`src/rtl/row_package_feeder_pkg.sv`:
```
// Shared constants and FSM state type for the row package feeder.
package rpf_pkg;

  localparam int RPF_NI = 8;
  localparam int RPF_AW = 10;
  localparam int RPF_NW = 16;

  localparam int              WORD     = 32;
  localparam logic [WORD-1:0] PAD_WORD = 32'h0;

  typedef enum logic [2:0] {
    IDLE,
    PRIME,
    LOAD,
    STREAM,
    WAIT_REQ,
    DONE
  } rpf_state_e;

endpackage

```
`src/rtl/row_package_feeder_if.sv`:
```
// Bundles the control, RAM and engine-side signals of the row package feeder.
interface row_package_feeder_if #(
  parameter int NI = rpf_pkg::RPF_NI,
  parameter int AW = rpf_pkg::RPF_AW,
  parameter int NW = rpf_pkg::RPF_NW
) ();

  logic               start;
  logic [AW-1:0]      first_base;
  logic [AW-1:0]      second_base;
  logic [NW-1:0]      noe;
  logic [NW-1:0]      no_of_rows;
  logic               busy;
  logic               done;

  logic               mem_rd_en;
  logic [AW-1:0]      mem_addr_a;
  logic [AW-1:0]      mem_addr_b;
  logic [32*NI-1:0]   mem_rd_data_a;
  logic [32*NI-1:0]   mem_rd_data_b;

  logic [32*NI-1:0]   first_row_input;
  logic [32*NI-1:0]   second_row_input;
  logic               outsider_read_now;
  logic [31:0]        no_of_multiples;
  logic               prepare_my_new_input;

  modport master (
    input  start, first_base, second_base, noe, no_of_rows,
    input  mem_rd_data_a, mem_rd_data_b, prepare_my_new_input,
    output busy, done, mem_rd_en, mem_addr_a, mem_addr_b,
    output first_row_input, second_row_input, outsider_read_now, no_of_multiples
  );

  modport slave (
    output start, first_base, second_base, noe, no_of_rows,
    output mem_rd_data_a, mem_rd_data_b, prepare_my_new_input,
    input  busy, done, mem_rd_en, mem_addr_a, mem_addr_b,
    input  first_row_input, second_row_input, outsider_read_now, no_of_multiples
  );

endinterface

```
`src/rtl/row_package_feeder_tail_pad_mask.sv`:
```
// Builds a per-element keep mask for one package: the first valid_count
// element slots (element 0 in the MSBs) are all-ones, the rest all-zeros.
module tail_pad_mask
  import rpf_pkg::*;
#(
  parameter int NI = RPF_NI,
  parameter int CW = $clog2(NI) + 1
) (
  input  logic [CW-1:0]      valid_count,
  output logic [WORD*NI-1:0] mask
);

  // Open one 32-bit lane per element slot below the valid count.
  always_comb begin
    mask = '0;
    for (int i = 0; i < NI; i++) begin
      if (CW'(i) < valid_count) begin
        mask[WORD*(NI-1-i) +: WORD] = '1;
      end
    end
  end

endmodule

```
`src/rtl/row_package_feeder.sv`:
```
// Row package feeder: reads operand rows A and B package by package from two
// RAMs, zero-pads the tail package and presents each package to the
// dot-product engine for two cycles. The next row pair is only fetched once
// the engine requests it with a rising edge on prepare_my_new_input.
module row_package_feeder
  import rpf_pkg::*;
#(
  parameter int NI = RPF_NI,
  parameter int AW = RPF_AW,
  parameter int NW = RPF_NW
) (
  input logic                  clk,
  input logic                  reset,
  row_package_feeder_if.master rpf
);

  localparam int              LOG2NI   = $clog2(NI);
  localparam int              CW       = LOG2NI + 1;
  localparam int              BW       = WORD * NI;
  localparam logic [BW-1:0]   PAD_FILL = {NI{PAD_WORD}};

  rpf_state_e    state;
  logic [NW-1:0] nom;
  logic [NW-1:0] rows_total;
  logic [NW-1:0] row_cnt;
  logic [NW-1:0] pkg_cnt;
  logic [NW-1:0] next_pkg;
  logic [NW-1:0] nom_calc;
  logic [NW:0]   noe_round;
  logic [CW-1:0] tail_count;
  logic [CW-1:0] tail_calc;
  logic [CW-1:0] mask_count;
  logic          phase;
  logic          pending;
  logic          prep_d;
  logic          prep_rise;
  logic          load_last;
  logic [BW-1:0] pad_mask;
  logic [BW-1:0] padded_a;
  logic [BW-1:0] padded_b;

  // Package count and tail size from the start operands, plus the padded view
  // of whatever RAM data is being captured into the bus this cycle.
  always_comb begin
    noe_round  = {1'b0, rpf.noe} + (NW+1)'(NI - 1);
    nom_calc   = NW'(noe_round >> LOG2NI);
    tail_calc  = (rpf.noe[LOG2NI-1:0] == '0) ? CW'(NI) : {1'b0, rpf.noe[LOG2NI-1:0]};
    prep_rise  = rpf.prepare_my_new_input & ~prep_d;
    next_pkg   = (state == LOAD) ? '0 : pkg_cnt + NW'(1);
    load_last  = (next_pkg == nom - NW'(1));
    mask_count = load_last ? tail_count : CW'(NI);
    padded_a   = (rpf.mem_rd_data_a & pad_mask) | (PAD_FILL & ~pad_mask);
    padded_b   = (rpf.mem_rd_data_b & pad_mask) | (PAD_FILL & ~pad_mask);
  end

  tail_pad_mask #(
    .NI (NI),
    .CW (CW)
  ) u_tail_pad_mask (
    .valid_count (mask_count),
    .mask        (pad_mask)
  );

  // Sequencer: start latch, RAM prefetch one package ahead, 2-cycle hold per
  // package, then wait for the engine before the next row or completion.
  always_ff @(posedge clk) begin
    if (reset) begin
      state                 <= IDLE;
      nom                   <= '0;
      rows_total            <= '0;
      row_cnt               <= '0;
      pkg_cnt               <= '0;
      tail_count            <= '0;
      phase                 <= 1'b0;
      pending               <= 1'b0;
      prep_d                <= 1'b0;
      rpf.busy              <= 1'b0;
      rpf.done              <= 1'b0;
      rpf.mem_rd_en         <= 1'b0;
      rpf.mem_addr_a        <= '0;
      rpf.mem_addr_b        <= '0;
      rpf.first_row_input   <= '0;
      rpf.second_row_input  <= '0;
      rpf.outsider_read_now <= 1'b0;
      rpf.no_of_multiples   <= '0;
    end else begin
      prep_d <= rpf.prepare_my_new_input;
      case (state)
        IDLE: begin
          if (rpf.start) begin
            nom                 <= nom_calc;
            rpf.no_of_multiples <= 32'(nom_calc);
            tail_count          <= tail_calc;
            rows_total          <= rpf.no_of_rows;
            row_cnt             <= '0;
            pkg_cnt             <= '0;
            pending             <= 1'b0;
            rpf.mem_addr_a      <= rpf.first_base;
            rpf.mem_addr_b      <= rpf.second_base;
            if (rpf.noe == '0 || rpf.no_of_rows == '0) begin
              rpf.done <= 1'b1;
              state    <= DONE;
            end else begin
              rpf.busy      <= 1'b1;
              rpf.mem_rd_en <= 1'b1;
              state         <= PRIME;
            end
          end
        end
        PRIME: begin
          rpf.mem_rd_en <= 1'b0;
          state         <= LOAD;
        end
        LOAD: begin
          rpf.first_row_input   <= padded_a;
          rpf.second_row_input  <= padded_b;
          rpf.outsider_read_now <= 1'b1;
          pkg_cnt               <= '0;
          phase                 <= 1'b0;
          state                 <= STREAM;
          if (!load_last) begin
            rpf.mem_rd_en  <= 1'b1;
            rpf.mem_addr_a <= rpf.mem_addr_a + AW'(1);
            rpf.mem_addr_b <= rpf.mem_addr_b + AW'(1);
          end
          if (prep_rise) begin
            pending <= pending;
          end
        end
        STREAM: begin
          if (prep_rise) begin
            pending <= 1'b1;
          end
          if (!phase) begin
            phase         <= 1'b1;
            rpf.mem_rd_en <= 1'b0;
          end else begin
            phase <= 1'b0;
            if (pkg_cnt == nom - NW'(1)) begin
              rpf.outsider_read_now <= 1'b0;
              rpf.first_row_input   <= '0;
              rpf.second_row_input  <= '0;
              row_cnt               <= row_cnt + NW'(1);
              state                 <= WAIT_REQ;
            end else begin
              rpf.first_row_input  <= padded_a;
              rpf.second_row_input <= padded_b;
              pkg_cnt              <= next_pkg;
              if (!load_last) begin
                rpf.mem_rd_en  <= 1'b1;
                rpf.mem_addr_a <= rpf.mem_addr_a + AW'(1);
                rpf.mem_addr_b <= rpf.mem_addr_b + AW'(1);
              end
            end
          end
        end
        WAIT_REQ: begin
          if (pending || prep_rise) begin
            pending <= 1'b0;
            if (row_cnt < rows_total) begin
              rpf.mem_rd_en  <= 1'b1;
              rpf.mem_addr_a <= rpf.mem_addr_a + AW'(1);
              rpf.mem_addr_b <= rpf.mem_addr_b + AW'(1);
              state          <= PRIME;
            end else begin
              rpf.done <= 1'b1;
              rpf.busy <= 1'b0;
              state    <= DONE;
            end
          end
        end
        DONE: begin
          rpf.done <= 1'b0;
          state    <= IDLE;
        end
        default: begin
          state <= IDLE;
        end
      endcase
    end
  end

endmodule

```
`src/flat_wrapper.sv`:
```
// flat-port wrapper written by rule: the top's interface ports become plain ports
module row_package_feeder_flat import rpf_pkg::*;
#(
  parameter int NI = RPF_NI,
  parameter int AW = RPF_AW,
  parameter int NW = RPF_NW
)
  (clk, reset, rpf_start, rpf_first_base, rpf_second_base, rpf_noe, rpf_no_of_rows, rpf_mem_rd_data_a, rpf_mem_rd_data_b, rpf_prepare_my_new_input, rpf_busy, rpf_done, rpf_mem_rd_en, rpf_mem_addr_a, rpf_mem_addr_b, rpf_first_row_input, rpf_second_row_input, rpf_outsider_read_now, rpf_no_of_multiples);
  row_package_feeder_if #(.NI(NI), .AW(AW), .NW(NW)) rpf_i ();
  input logic clk;
  input logic reset;
  input wire logic [$bits(rpf_i.start)-1:0] rpf_start;
  input wire logic [$bits(rpf_i.first_base)-1:0] rpf_first_base;
  input wire logic [$bits(rpf_i.second_base)-1:0] rpf_second_base;
  input wire logic [$bits(rpf_i.noe)-1:0] rpf_noe;
  input wire logic [$bits(rpf_i.no_of_rows)-1:0] rpf_no_of_rows;
  input wire logic [$bits(rpf_i.mem_rd_data_a)-1:0] rpf_mem_rd_data_a;
  input wire logic [$bits(rpf_i.mem_rd_data_b)-1:0] rpf_mem_rd_data_b;
  input wire logic [$bits(rpf_i.prepare_my_new_input)-1:0] rpf_prepare_my_new_input;
  output wire logic [$bits(rpf_i.busy)-1:0] rpf_busy;
  output wire logic [$bits(rpf_i.done)-1:0] rpf_done;
  output wire logic [$bits(rpf_i.mem_rd_en)-1:0] rpf_mem_rd_en;
  output wire logic [$bits(rpf_i.mem_addr_a)-1:0] rpf_mem_addr_a;
  output wire logic [$bits(rpf_i.mem_addr_b)-1:0] rpf_mem_addr_b;
  output wire logic [$bits(rpf_i.first_row_input)-1:0] rpf_first_row_input;
  output wire logic [$bits(rpf_i.second_row_input)-1:0] rpf_second_row_input;
  output wire logic [$bits(rpf_i.outsider_read_now)-1:0] rpf_outsider_read_now;
  output wire logic [$bits(rpf_i.no_of_multiples)-1:0] rpf_no_of_multiples;
  assign rpf_i.start = rpf_start;
  assign rpf_i.first_base = rpf_first_base;
  assign rpf_i.second_base = rpf_second_base;
  assign rpf_i.noe = rpf_noe;
  assign rpf_i.no_of_rows = rpf_no_of_rows;
  assign rpf_i.mem_rd_data_a = rpf_mem_rd_data_a;
  assign rpf_i.mem_rd_data_b = rpf_mem_rd_data_b;
  assign rpf_i.prepare_my_new_input = rpf_prepare_my_new_input;
  assign rpf_busy = rpf_i.busy;
  assign rpf_done = rpf_i.done;
  assign rpf_mem_rd_en = rpf_i.mem_rd_en;
  assign rpf_mem_addr_a = rpf_i.mem_addr_a;
  assign rpf_mem_addr_b = rpf_i.mem_addr_b;
  assign rpf_first_row_input = rpf_i.first_row_input;
  assign rpf_second_row_input = rpf_i.second_row_input;
  assign rpf_outsider_read_now = rpf_i.outsider_read_now;
  assign rpf_no_of_multiples = rpf_i.no_of_multiples;
  row_package_feeder #(.NI(NI), .AW(AW), .NW(NW)) u_core (.clk(clk), .reset(reset), .rpf(rpf_i));
endmodule
```
`config.mk`:
```
export PLATFORM = sky130hd
export DESIGN_NAME = row_package_feeder_flat
export DESIGN_NICKNAME = d
export VERILOG_FILES = /design/src/rtl/row_package_feeder_pkg.sv /design/src/rtl/row_package_feeder_if.sv /design/src/rtl/row_package_feeder_tail_pad_mask.sv /design/src/rtl/row_package_feeder.sv /design/src/flat_wrapper.sv
export SDC_FILE = /design/constraint.sdc
export NUM_CORES = 1
export LEC_CHECK = 0
export CAP_MARGIN = 20
export CORE_AREA = 2 2 436 438
export CTS_CLUSTER_SIZE = 16
export DETAILED_ROUTE_END_ITERATION = 16
export DIE_AREA = 0 0 438 440
export PLACE_DENSITY = 0.31
export REMOVE_ABC_BUFFERS = 1
export SLEW_MARGIN = 5
export SYNTH_ARGS = -nofsm -noshare
export SYNTH_HDL_FRONTEND = slang
export SYNTH_HIERARCHICAL = 1
export SYNTH_SLANG_ARGS = --single-unit
export TNS_END_PERCENT = 100
```
`constraint.sdc`:
```
create_clock -name clk -period 6.83 [get_ports clk]
set_input_delay 0.683 -clock clk [delete_from_list [all_inputs] [get_ports clk]]
set_output_delay 0.683 -clock clk [all_outputs]
set_load 0.02 [all_outputs]
```
==> run_results.csv, run 1 <==
group,metric,value,unit
critical_path,dominant_delay_contributor_by_cell_family_on_the_critical_path,"simple AND/OR/NAND/NOR gates",
synth,avgSynthCellArea,9.124,µm²
clocking,htree_levels,3,
clocking,cts_tree,"done",
clocking,clockRootBuffer,"sky130_fd_sc_hd__clkbuf_16",
sta,final.period_utilization,78.18,%
placement,hpwl,118.6,mm
clocking,cts.path.max_buffers,3,
synth,ys_ff_latch,608,
placement,port_buffers,1117,
sta,finalWorstPathRequiredPeriod,5339,ps
cells_and_area,layout-drive-gt1-share,5.788,%
placement,place.detailed.instances,6031,
grt,largest_net_degree_at_the_start_of_global_routing,179,
cells_and_area,syn_to_final_growth,57.17,%
critical_path,critical_path_cell_list,"nand4_1 -> nor4_1 -> mux2i_1 -> or3_1 -> and2_1 -> nor4b_1 -> buf_4 -> and2_1 -> o21ai_0 -> nand2b_2 -> buf_4 -> a32oi_1 -> nor2_1",
synth,synth-async-reset-ratio,0,%
job,timing.max_cap.violations,0,
clocking,cts_sinks,608,
grt,gr-total-overflow,0,
cells_and_area,finish.cell_count_without_fillers,6216,
detailed_routing,antenna_viol_nets_final,0,
detailed_routing,first_drt_iteration_drcs,1590,
critical_path,timing.setup.critical_path_class,"register to register",
placement,routabilityCongestion,0.8228,
critical_path,cp_data_required_time,7460,ps
pwr,power.density_cell_area,385.4,mW/mm²
critical_path,cpPeakStageDelay,750,ps
sta,relSlewSlack,22.95,%
detailed_routing,vias,25548,
sta,setup_repair_after_global_routing_missed_its_margin,"no",
synth,synth.area.top_cells,"sky130_fd_sc_hd__dfxtp_1 (47%), sky130_fd_sc_hd__a32oi_1 (17%), sky130_fd_sc_hd__nor2_1 (8.6%), sky130_fd_sc_hd__buf_4 (7.7%), sky130_fd_sc_hd__clkbuf_1 (2.4%)",
die,core_region_area,0.1886,mm²
die,die_area,0.1927,mm²
die,floorplan.initialDensity,13.80,%
synth,count_of_different_cell_masters_after_synthesis,74,
grt,track_usage,15.94,%
clocking,cts-resized-gates,0,
detailed_routing,drt-vias-per-instance,4.110,
detailed_routing,detail_route.first_pass.iterations,5,
critical_path,worst_setup_path_start_kind,"register",
synth,number_of_warnings_printed_during_yosys_synthesis,6,
synth,syn_area,0.02603,mm²
grt,grt_pass1_vias,25053,
clocking,cts_inserted_buffers,89,
sta,worst_pin_slew,1156,ps
clocking,clock_insertion_delay_worst_skew,710,ps
detailed_routing,drc,0,
detailed_routing,route.detailed.wl_per_inst,26.05,µm
sta,fin_ws,1491,ps
grt,grt_pass1_wl,217.4,mm
die,die-height,440,µm
status,run_status,"finished, final reports clean",
critical_path,cp.arrival,5970,ps
synth,syn_inst,2853,
critical_path,critPathSlowestCell,"sky130_fd_sc_hd__nor4_1",
pwr,irDropWorstVdd,0.2104,mV
placement,place_ws,1356,ps
die,io_pins,1136,
grt,antenna_found_initial,64,
sta,final.setup_skew,32.29,ps
die,placementRows,160,
cells_and_area,finish.net_count,4201,
critical_path,worstPathMaxFanout,25,
sta,setup_tns,0,ps
clocking,count_of_hold_fix_buffers_inserted_at_cts,0,
synth,edff_count_synth,0,
sta,final-setup-viol-count,0,
pwr,p_leak,0.01372,µW
sta,fmax,187.3,MHz
synth,synth-seq-area-share,46.76,%
critical_path,timing.critical_path.buf_inv,2,
clocking,clock_pin_slew_reported_for_the_worst_setup_and_hold_paths_after_clock_tree_synthesis,60,ps
synth,synthDominantAreaCellType,"sky130_fd_sc_hd__dfxtp_1",
sta,slew_violations,0,
die,die_width,438,µm
synth,synthFlopType,"sky130_fd_sc_hd__dfxtp_1",
sta,report.final.hold_viol_count,0,
synth,yosysTopAreaCellShare,46.76,%
critical_path,critical_path.endpoint_type,"register",
hold_path,worst_hold_path_type,"register to register",
detailed_routing,totalWireLength,161.9,mm
clocking,setup_fix_bufs_post_cts,0,
## cell type report
type	count	area, µm²
Antenna cell	25	62.56
Clock buffer	133	2635
Clock inverter	25	321.6
Fill cell	20689	147700
Inverter	32	120.1
Multi-Input combinational cell	1728	10910
Sequential cell	608	12170
Tap cell	2511	3142
Timing Repair Buffer	1154	11550
## cells by family after synthesis
| logic type | after synthesis | share of synthesized area (%) |
|---|---|---|
| multiplexers | 15 | 0.6056 |
| adder cells (fa/ha/maj) | 20 | 0.9614 |
| AO/OA/AOI/OAI | 723 | 22.26 |
| AND/OR/NAND/NOR | 894 | 15.25 |
| buffers and inverters | 534 | 11.88 |
| other | 1 | 0.01441 |
| XOR/XNOR | 58 | 2.269 |
| flip-flops | 608 | 46.76 |
## state kept, by name, summed over array words and instances (netlist names)
name                          flops
u_core/nom                       14
u_core/pending                    1
u_core/phase                      1
u_core/pkg_cnt                   16
u_core/prep_d                     1
u_core/row_cnt                   16
u_core/rows_total                16
u_core/rpf.busy                   1
u_core/rpf.done                   1
u_core/rpf.first_row_input      256
u_core/rpf.mem_addr_a            10
u_core/rpf.mem_addr_b            10
u_core/rpf.mem_rd_en              1
u_core/rpf.outsider_read_now      1
u_core/rpf.second_row_input     256
u_core/state                      3
u_core/tail_count                 4
## metal layers
layer | global-route usage (%) | part of all wire [%] | vias up | wire (µm)
met5 | 0 | 0.16 | - | 259
met4 | 4.366 | 2.4 | 42 | 3909
met3 | 4.521 | 6.8 | 203 | 11010
met2 | 26.75 | 49 | 801 | 79940
met1 | 19.82 | 41 | 12661 | 66810
li1 | - | - | 11841 | -
## tightest hold or removal path: cells and delay by family, from the launching register on
family	cells	cell delay, ps
flip-flops	1	310
AO/OA/AOI/OAI	1	50
AND/OR/NAND/NOR	1	50
## through the flow
step | hold WS [ps] | utilization [%] | total power (µW) | cell area [µm²]
global route | 441.5 | 21.68 | 16630 | 40880
CTS | 422.7 | 21.65 | 16050 | 40820
finish | 454.3 | 21.69 | 15770 | 40910
global placement | 447.2 | 20.08 | 11110 | 37870
floorplan | 425.7 | - | 7691 | 23120
detailed placement | 446.8 | 20.08 | 11070 | 37870
## worst paths after layout
path | from | endpoint | slack, ps | cells past startpoint
hold reg to reg | u_core/rows_total[8] | u_core/rows_total[8] | 450 | 2
hold / removal | u_core/rows_total[8] | u_core/rows_total[8] | 450 | 2
setup / recovery | u_core/pkg_cnt[0] | u_core/rpf.first_row_input[118] | 1490 | 13
setup reg to reg | u_core/pkg_cnt[0] | u_core/rpf.first_row_input[118] | 1490 | 13
## cell usage after synthesis, types with 22 or more instances
master / instances
sky130_fd_sc_hd__nor3_1: 24
sky130_fd_sc_hd__clkbuf_1: 169
sky130_fd_sc_hd__nand3_1: 29
sky130_fd_sc_hd__dfxtp_1: 608
sky130_fd_sc_hd__buf_4: 267
sky130_fd_sc_hd__buf_2: 57
sky130_fd_sc_hd__o21ai_0: 52
sky130_fd_sc_hd__nor4_1: 22
sky130_fd_sc_hd__nand2_1: 81
sky130_fd_sc_hd__a32oi_1: 514
sky130_fd_sc_hd__nor2_1: 595
sky130_fd_sc_hd__xnor2_1: 39
sky130_fd_sc_hd__inv_1: 32
sky130_fd_sc_hd__a21oi_1: 71
## layout by cell type, fill, tap and decap left out, types with 12 or more instances in the layout
| cell | instances |
|---|---|
| sky130_fd_sc_hd__xnor2_1 | 39 |
| sky130_fd_sc_hd__xor2_1 | 13 |
| sky130_fd_sc_hd__nor3_1 | 24 |
| sky130_fd_sc_hd__clkbuf_8 | 20 |
| sky130_fd_sc_hd__nor2_1 | 594 |
| sky130_fd_sc_hd__o21ai_0 | 52 |
| sky130_fd_sc_hd__ha_1 | 20 |
| sky130_fd_sc_hd__diode_2 | 25 |
| sky130_fd_sc_hd__nor4_1 | 22 |
| sky130_fd_sc_hd__a21oi_1 | 69 |
| sky130_fd_sc_hd__clkbuf_16 | 91 |
| sky130_fd_sc_hd__a32oi_1 | 514 |
| sky130_fd_sc_hd__nor3b_1 | 18 |
| sky130_fd_sc_hd__a211oi_1 | 17 |
| sky130_fd_sc_hd__conb_1 | 18 |
| sky130_fd_sc_hd__or3_1 | 14 |
| sky130_fd_sc_hd__clkdlybuf4s50_1 | 1116 |
| sky130_fd_sc_hd__nand4_1 | 16 |
| sky130_fd_sc_hd__buf_4 | 29 |
| sky130_fd_sc_hd__nor2b_1 | 14 |
| sky130_fd_sc_hd__nand2_1 | 81 |
| sky130_fd_sc_hd__dfxtp_1 | 608 |
| sky130_fd_sc_hd__or2_2 | 12 |
| sky130_fd_sc_hd__inv_1 | 32 |
| sky130_fd_sc_hd__clkinv_2 | 12 |
| sky130_fd_sc_hd__clkbuf_1 | 22 |
| sky130_fd_sc_hd__and3_1 | 14 |
| sky130_fd_sc_hd__nand3_1 | 29 |
## report_power, final
group | total (µW) | switching [µW] | internal (µW) | leakage, µW
combinational | 6170 | 3650 | 2510 | 0.00732
sequential | 4800 | 562 | 4240 | 0.00494
clock | 4800 | 1890 | 2910 | 0.00146
Note: power is estimated with default switching activity, not from simulation.
==> run 2, diff against run 1 <==
PLACE_DENSITY = 0.32   (was 0.31)
clock period = 4.82 ns   (was 6.83 ns; I/O delays follow)
==> run_results.csv, run 2 (synthesis gave the netlist of run 1 again) <==
group,metric,value,unit
sta,report.final.hold_viol_count,0,
pwr,power.density_cell_area,545.7,mW/mm²
cells_and_area,final_cell_mix,"sky130_fd_sc_hd__clkdlybuf4s50_1 (1,116), sky130_fd_sc_hd__dfxtp_1 (608), sky130_fd_sc_hd__nor2_1 (594)",
clocking,cts_tree,"done",
detailed_routing,drc,0,
grt,grt_pass1_wl,212.7,mm
critical_path,critical_path_cell_list,"inv_1 -> ha_1 -> or4b_1 -> nor4_4 -> xnor2_1 -> or3_1 -> a22oi_1 -> nor4b_4 -> buf_4 -> nand2b_4 -> or3_4 -> or2_2 -> buf_12 -> a32oi_1 -> nor2_1",
clocking,clockRootBuffer,"sky130_fd_sc_hd__clkbuf_16",
cells_and_area,finish.net_count,4235,
sta,fmax,218.5,MHz
job,timing.max_cap.violations,0,
detailed_routing,first_drt_iteration_drcs,1679,
die,placementRows,160,
critical_path,cp_data_required_time,5360,ps
detailed_routing,route.detailed.wl_per_inst,25.18,µm
cells_and_area,register_area,0.01217,mm²
die,die-height,440,µm
critical_path,cp.arrival,5120,ps
hold_path,worst_hold_path_type,"input port to register",
grt,gr-total-overflow,0,
die,floorplan.initialDensity,13.80,%
die,io_pins,1136,
critical_path,worstPathMaxFanout,64,
grt,antenna_found_initial,54,
cells_and_area,multi_input_gate_area,0.01094,mm²
critical_path,timing.setup.critical_path_class,"register to register",
detailed_routing,detail_route.first_pass.iterations,5,
placement,hpwl,114.8,mm
cells_and_area,final_util,21.99,%
placement,detailed_place.area,0.03831,mm²
cells_and_area,largest_registers,"u_core/rpf.first_row_input x256, u_core/rpf.second_row_input x256",
grt,largest_net_degree_at_the_start_of_global_routing,183,
clocking,cts_inserted_buffers,89,
clocking,clock_insertion_delay_worst_skew,710,ps
sta,final.setup_skew,26.66,ps
cells_and_area,syn_to_final_growth,59.33,%
cells_and_area,final_cell_area,0.04147,mm²
clocking,count_of_hold_fix_buffers_inserted_at_cts,0,
detailed_routing,antenna_viol_nets_final,0,
sta,final-setup-viol-count,0,
cells_and_area,num-fill-cells,20639,
pwr,p_total,22630,µW
clocking,cts_sinks,608,
sta,fin_hold_ws,259.6,ps
die,die_area,0.1927,mm²
placement,routabilityCongestion,0.8119,
detailed_routing,totalWireLength,157.3,mm
status,run_status,"finished, final reports clean",
critical_path,critical_path.endpoint_type,"register",
cells_and_area,layout.cells.most_common,"sky130_fd_sc_hd__clkdlybuf4s50_1",
sta,finalWorstPathRequiredPeriod,4576,ps
cells_and_area,layout-drive-gt1-share,7.070,%
critical_path,critPathSlowestCell,"sky130_fd_sc_hd__or4b_1",
clocking,clock_pin_slew_reported_for_the_worst_setup_and_hold_paths_after_clock_tree_synthesis,50,ps
sta,slew_violations,0,
detailed_routing,vias,25654,
sta,relSlewSlack,25.77,%
clocking,cts.path.max_buffers,3,
sta,final.period_utilization,94.94,%
die,core_region_area,0.1886,mm²
sta,setup_tns,0,ps
sta,setup_repair_after_global_routing_missed_its_margin,"no",
grt,grt_pass1_vias,24792,
critical_path,worst_setup_path_start_kind,"register",
die,die_width,438,µm
clocking,setup_fix_bufs_post_cts,0,
placement,port_buffers,1117,
sta,worst_pin_slew,1114,ps
pwr,p_leak,0.01403,µW
grt,track_usage,15.47,%
pwr,irDropWorstVdd,0.3087,mV
detailed_routing,drt-vias-per-instance,4.107,
critical_path,cpPeakStageDelay,670,ps
clocking,htree_levels,3,
-- run 2: cell count changes in the layout (fill, tap and decap cells not counted), sizes merged --
cell      previous run  this run
buf                 37        72
diode               25        15
clkbuf             134       141
bufinv               7         5
clkinv              14        13
clkinvlp             1         2
-- run 2: path summary, 6_finish.rpt --
| kind | start | to | slack (ps) | depth (start not counted) |
|---|---|---|---|---|
| worst min register to register | u_core/rows_total[1] | u_core/rows_total[1] | 450 | 2 |
| worst max-delay path | u_core/nom[1] | u_core/rpf.first_row_input[245] | 240 | 15 |
| worst max register to register | u_core/nom[1] | u_core/rpf.first_row_input[245] | 240 | 15 |
| worst min-delay path | reset | u_core/rpf.second_row_input[157] | 260 | 2 |
-- run 2: worst max-delay path: cells and delay by family (launching register included) --
kind            cells  cell delay, ps
compound gates      2             490
xor+xnor            1             160
fa+ha+maj           1             200
buf+inv             3             470
flops               1             340
simple gates        8            2630
-- run 2: layer usage --
layer / routed length [µm] / share of wire [%] / GRT usage [%] / vias to the layer above
met3: 10740 / 6.8 / 4.501 / 214
met5: 259 / 0.16 / 0 / -
met1: 63690 / 40 / 18.83 / 12659
met2: 79250 / 50 / 26.62 / 830
li1: - / - / - / 11911
met4: 3345 / 2.1 / 3.687 / 40
-- run 2: stage by stage --
step / setup slack (ps) / std cells
6_report: 243.9 / 6246
5_1_grt: 11.94 / 6234
4_1_cts: 216.6 / 6231
3_5_place_dp: 29.71 / 6067
3_3_place_gp: 66.08 / 6067
2_1_floorplan: -94040 / 2368
-- run 2: area by class of cell --
class | instances | share of cell area [%]
Sequential cell | 608 | 29.35
Multi-Input combinational cell | 1728 | 26.38
Timing Repair Buffer | 1188 | 28.86
Antenna cell | 15 | 0.09050
Clock inverter | 23 | 0.7451
Tap cell | 2511 | 7.575
Clock buffer | 141 | 6.709
Inverter | 32 | 0.2896
-- run 2: what timing repair did --
item	4_1_cts	5_1_grt
resized for setup	1	5
hold endpoints to repair	0	0
endpoints found under the setup margin	1	144
-- run 2: power by group --
group / internal [µW] / total, µW / switching, µW
Sequential: 6000 / 6680 / 681
Clock: 4220 / 6980 / 2760
Combinational: 3690 / 8970 / 5280
==> run 3, diff against run 2 <==
CORE_AREA = 2 2 443 445   (was 2 2 436 438)
DIE_AREA = 0 0 445 447   (was 0 0 438 440)
PLACE_DENSITY = 0.31   (was 0.32)
SLEW_MARGIN = 20   (was 5)
==> run_results.csv, run 3 (synthesis gave the netlist of run 1 again) <==
group,metric,value,unit
sta,setup_repair_after_global_routing_missed_its_margin,"no",
detailed_routing,first_drt_iteration_drcs,1829,
placement,place_ws,-150.0,ps
die,floorplan.initialDensity,13.40,%
die,die-height,447,µm
hold_path,holdPathStages,2,
placement,port_buffers,1117,
detailed_routing,drt-vias-per-instance,4.068,
die,placementRows,162,
hold_path,worst_hold_path_type,"input port to register",
detailed_routing,detail_route.first_pass.iterations,5,
sta,final-setup-viol-count,0,
cells_and_area,syn_to_final_growth,58.47,%
grt,gr-total-overflow,0,
sta,fmax,219.9,MHz
pwr,power.share.combinational,40.3,%
status,run_status,"finished, final reports clean",
pwr,power.density_cell_area,538.3,mW/mm²
clocking,clock_insertion_delay_worst_skew,730,ps
placement,detailed_place.area,0.03838,mm²
cells_and_area,layout-drive-gt1-share,6.449,%
cells_and_area,finish.net_count,4231,
clocking,cts_inserted_buffers,87,
cells_and_area,finish.cell_count_without_fillers,6261,
sta,fin_ws,272.0,ps
cells_and_area,final_cell_area,0.04125,mm²
die,die_width,445,µm
clocking,cts_tree,"done",
cells_and_area,layout.cells.most_common,"sky130_fd_sc_hd__clkdlybuf4s50_1",
placement,hpwl,118.6,mm
critical_path,cp_data_required_time,5390,ps
cells_and_area,largest_registers,"u_core/rpf.first_row_input x256, u_core/rpf.second_row_input x256",
clocking,clock_pin_slew_reported_for_the_worst_setup_and_hold_paths_after_clock_tree_synthesis,60,ps
sta,final.setup_skew,37.70,ps
placement,place.detailed.instances,6096,
detailed_routing,route.detailed.wl_per_inst,25.61,µm
die,core_region_area,0.1942,mm²
placement,routabilityCongestion,0.8065,
die,io_pins,1136,
grt,largest_net_degree_at_the_start_of_global_routing,170,
cells_and_area,final_cell_mix,"sky130_fd_sc_hd__clkdlybuf4s50_1 (1,116), sky130_fd_sc_hd__dfxtp_1 (608), sky130_fd_sc_hd__nor2_1 (594)",
sta,final.period_utilization,94.36,%
sta,slew_violations,0,
grt,track_usage,15.21,%
critical_path,worstPathMaxFanout,64,
clocking,htree_levels,3,
pwr,irDropWorstVdd,0.3276,mV
critical_path,timing.setup.critical_path_class,"register to register",
pwr,p_leak,0.01390,µW
pwr,switching_portion_of_total_power,39.27,%
clocking,setup_fix_bufs_post_cts,0,
pwr,internal-power,13490,µW
grt,antenna_found_initial,57,
detailed_routing,vias,25471,
clocking,cts.path.max_buffers,3,
detailed_routing,drc,0,
sta,report.final.hold_viol_count,0,
grt,grt_pass1_wl,214.4,mm
critical_path,reg2regPathDepth,14,
job,timing.max_cap.violations,0,
sta,setup_tns,0,ps
critical_path,worst_setup_path_start_kind,"register",
clocking,cts_sinks,608,
clocking,clockRootBuffer,"sky130_fd_sc_hd__clkbuf_16",
detailed_routing,antenna_viol_nets_final,0,
sta,fin_hold_ws,184.1,ps
die,die_area,0.1989,mm²
pwr,clkPwrFrac,29.6,%
critical_path,regToRegSetupSlack,270,ps
sta,worst_pin_slew,1298,ps
pwr,seqPwrFrac,30.1,%
pwr,net-switching-power,8721,µW
grt,grt_pass1_vias,24950,
sta,finalWorstPathRequiredPeriod,4548,ps
detailed_routing,totalWireLength,160.3,mm
critical_path,critical_path.endpoint_type,"register",
sta,relSlewSlack,13.49,%
critical_path,cp.arrival,5110,ps
run 3: changes by cell type in the layout (fill, tap and decap cells not counted), sizes merged:
cell | previous run | this run
bufinv | 5 | 2
clkbuf | 141 | 135
inv | 35 | 39
clkinvlp | 2 | 1
buf | 72 | 70
diode | 15 | 13
clkinv | 13 | 7
run 3: critical path, stage by stage (launching register included):
cell and delay (ps):
sky130_fd_sc_hd__dfxtp_1 510, sky130_fd_sc_hd__ha_1 310, sky130_fd_sc_hd__nand3_1 260, sky130_fd_sc_hd__or4_1 590, sky130_fd_sc_hd__a22o_1 270, sky130_fd_sc_hd__a221oi_1 270, sky130_fd_sc_hd__nand3_1 190, sky130_fd_sc_hd__nor4b_4 440
sky130_fd_sc_hd__buf_4 200, sky130_fd_sc_hd__nand2b_4 60, sky130_fd_sc_hd__or3_4 380, sky130_fd_sc_hd__or2_2 320, sky130_fd_sc_hd__buf_12 200, sky130_fd_sc_hd__a32oi_1 280, sky130_fd_sc_hd__nor2_1 60
run 3: worst paths after layout:
check                              from                         endpoint
setup / recovery      u_core/pkg_cnt[0]  u_core/rpf.first_row_input[250]
hold / removal                    reset                u_core/row_cnt[0]
setup reg to reg      u_core/pkg_cnt[0]  u_core/rpf.first_row_input[250]
hold reg to reg   u_core/rows_total[10]            u_core/rows_total[10]
run 3: final cells by class:
cell class / count / area [µm²]
Antenna cell: 13 / 32.53
Clock buffer: 135 / 2620
Sequential cell: 608 / 12170
Clock inverter: 17 / 197.7
Inverter: 32 / 120.1
Tap cell: 2542 / 3181
Multi-Input combinational cell: 1728 / 10920
Timing Repair Buffer: 1186 / 12000
Fill cell: 21241 / 152900
run 3: power by group through the flow:
stage / sequential [µW] / clock, µW / combinational [µW]
finish: 6680 / 6570 / 8960
global route: 6810 / 7010 / 9560
CTS: 6680 / 6860 / 9090
detailed placement: 6760 / 0 / 9040
global placement: 6770 / 0 / 9120
floorplan: 6930 / 0 / 2910
run 3: repair_timing:
action                     in CTS  in global routing
setup endpoints to repair     120                 70
hold buffers                    0                  0
gates resized for setup         1                  2
run 3: through the flow:
step	util (%)	total power, µW
after detailed placement	19.77	15800
after CTS	21.22	22630
after floorplan	-	9841
final	21.24	22210
after global placement	19.77	15890
after global routing	21.23	23390
run 3: per-layer routing:
metal  part of all wire (%)  up-vias  track usage [%]
li1                       -    11893                -
met3                    6.2      197            4.203
met1                     41    12597            18.18
met2                     50      740            26.44
met4                    2.3       44            4.385
met5                   0.18        -                0
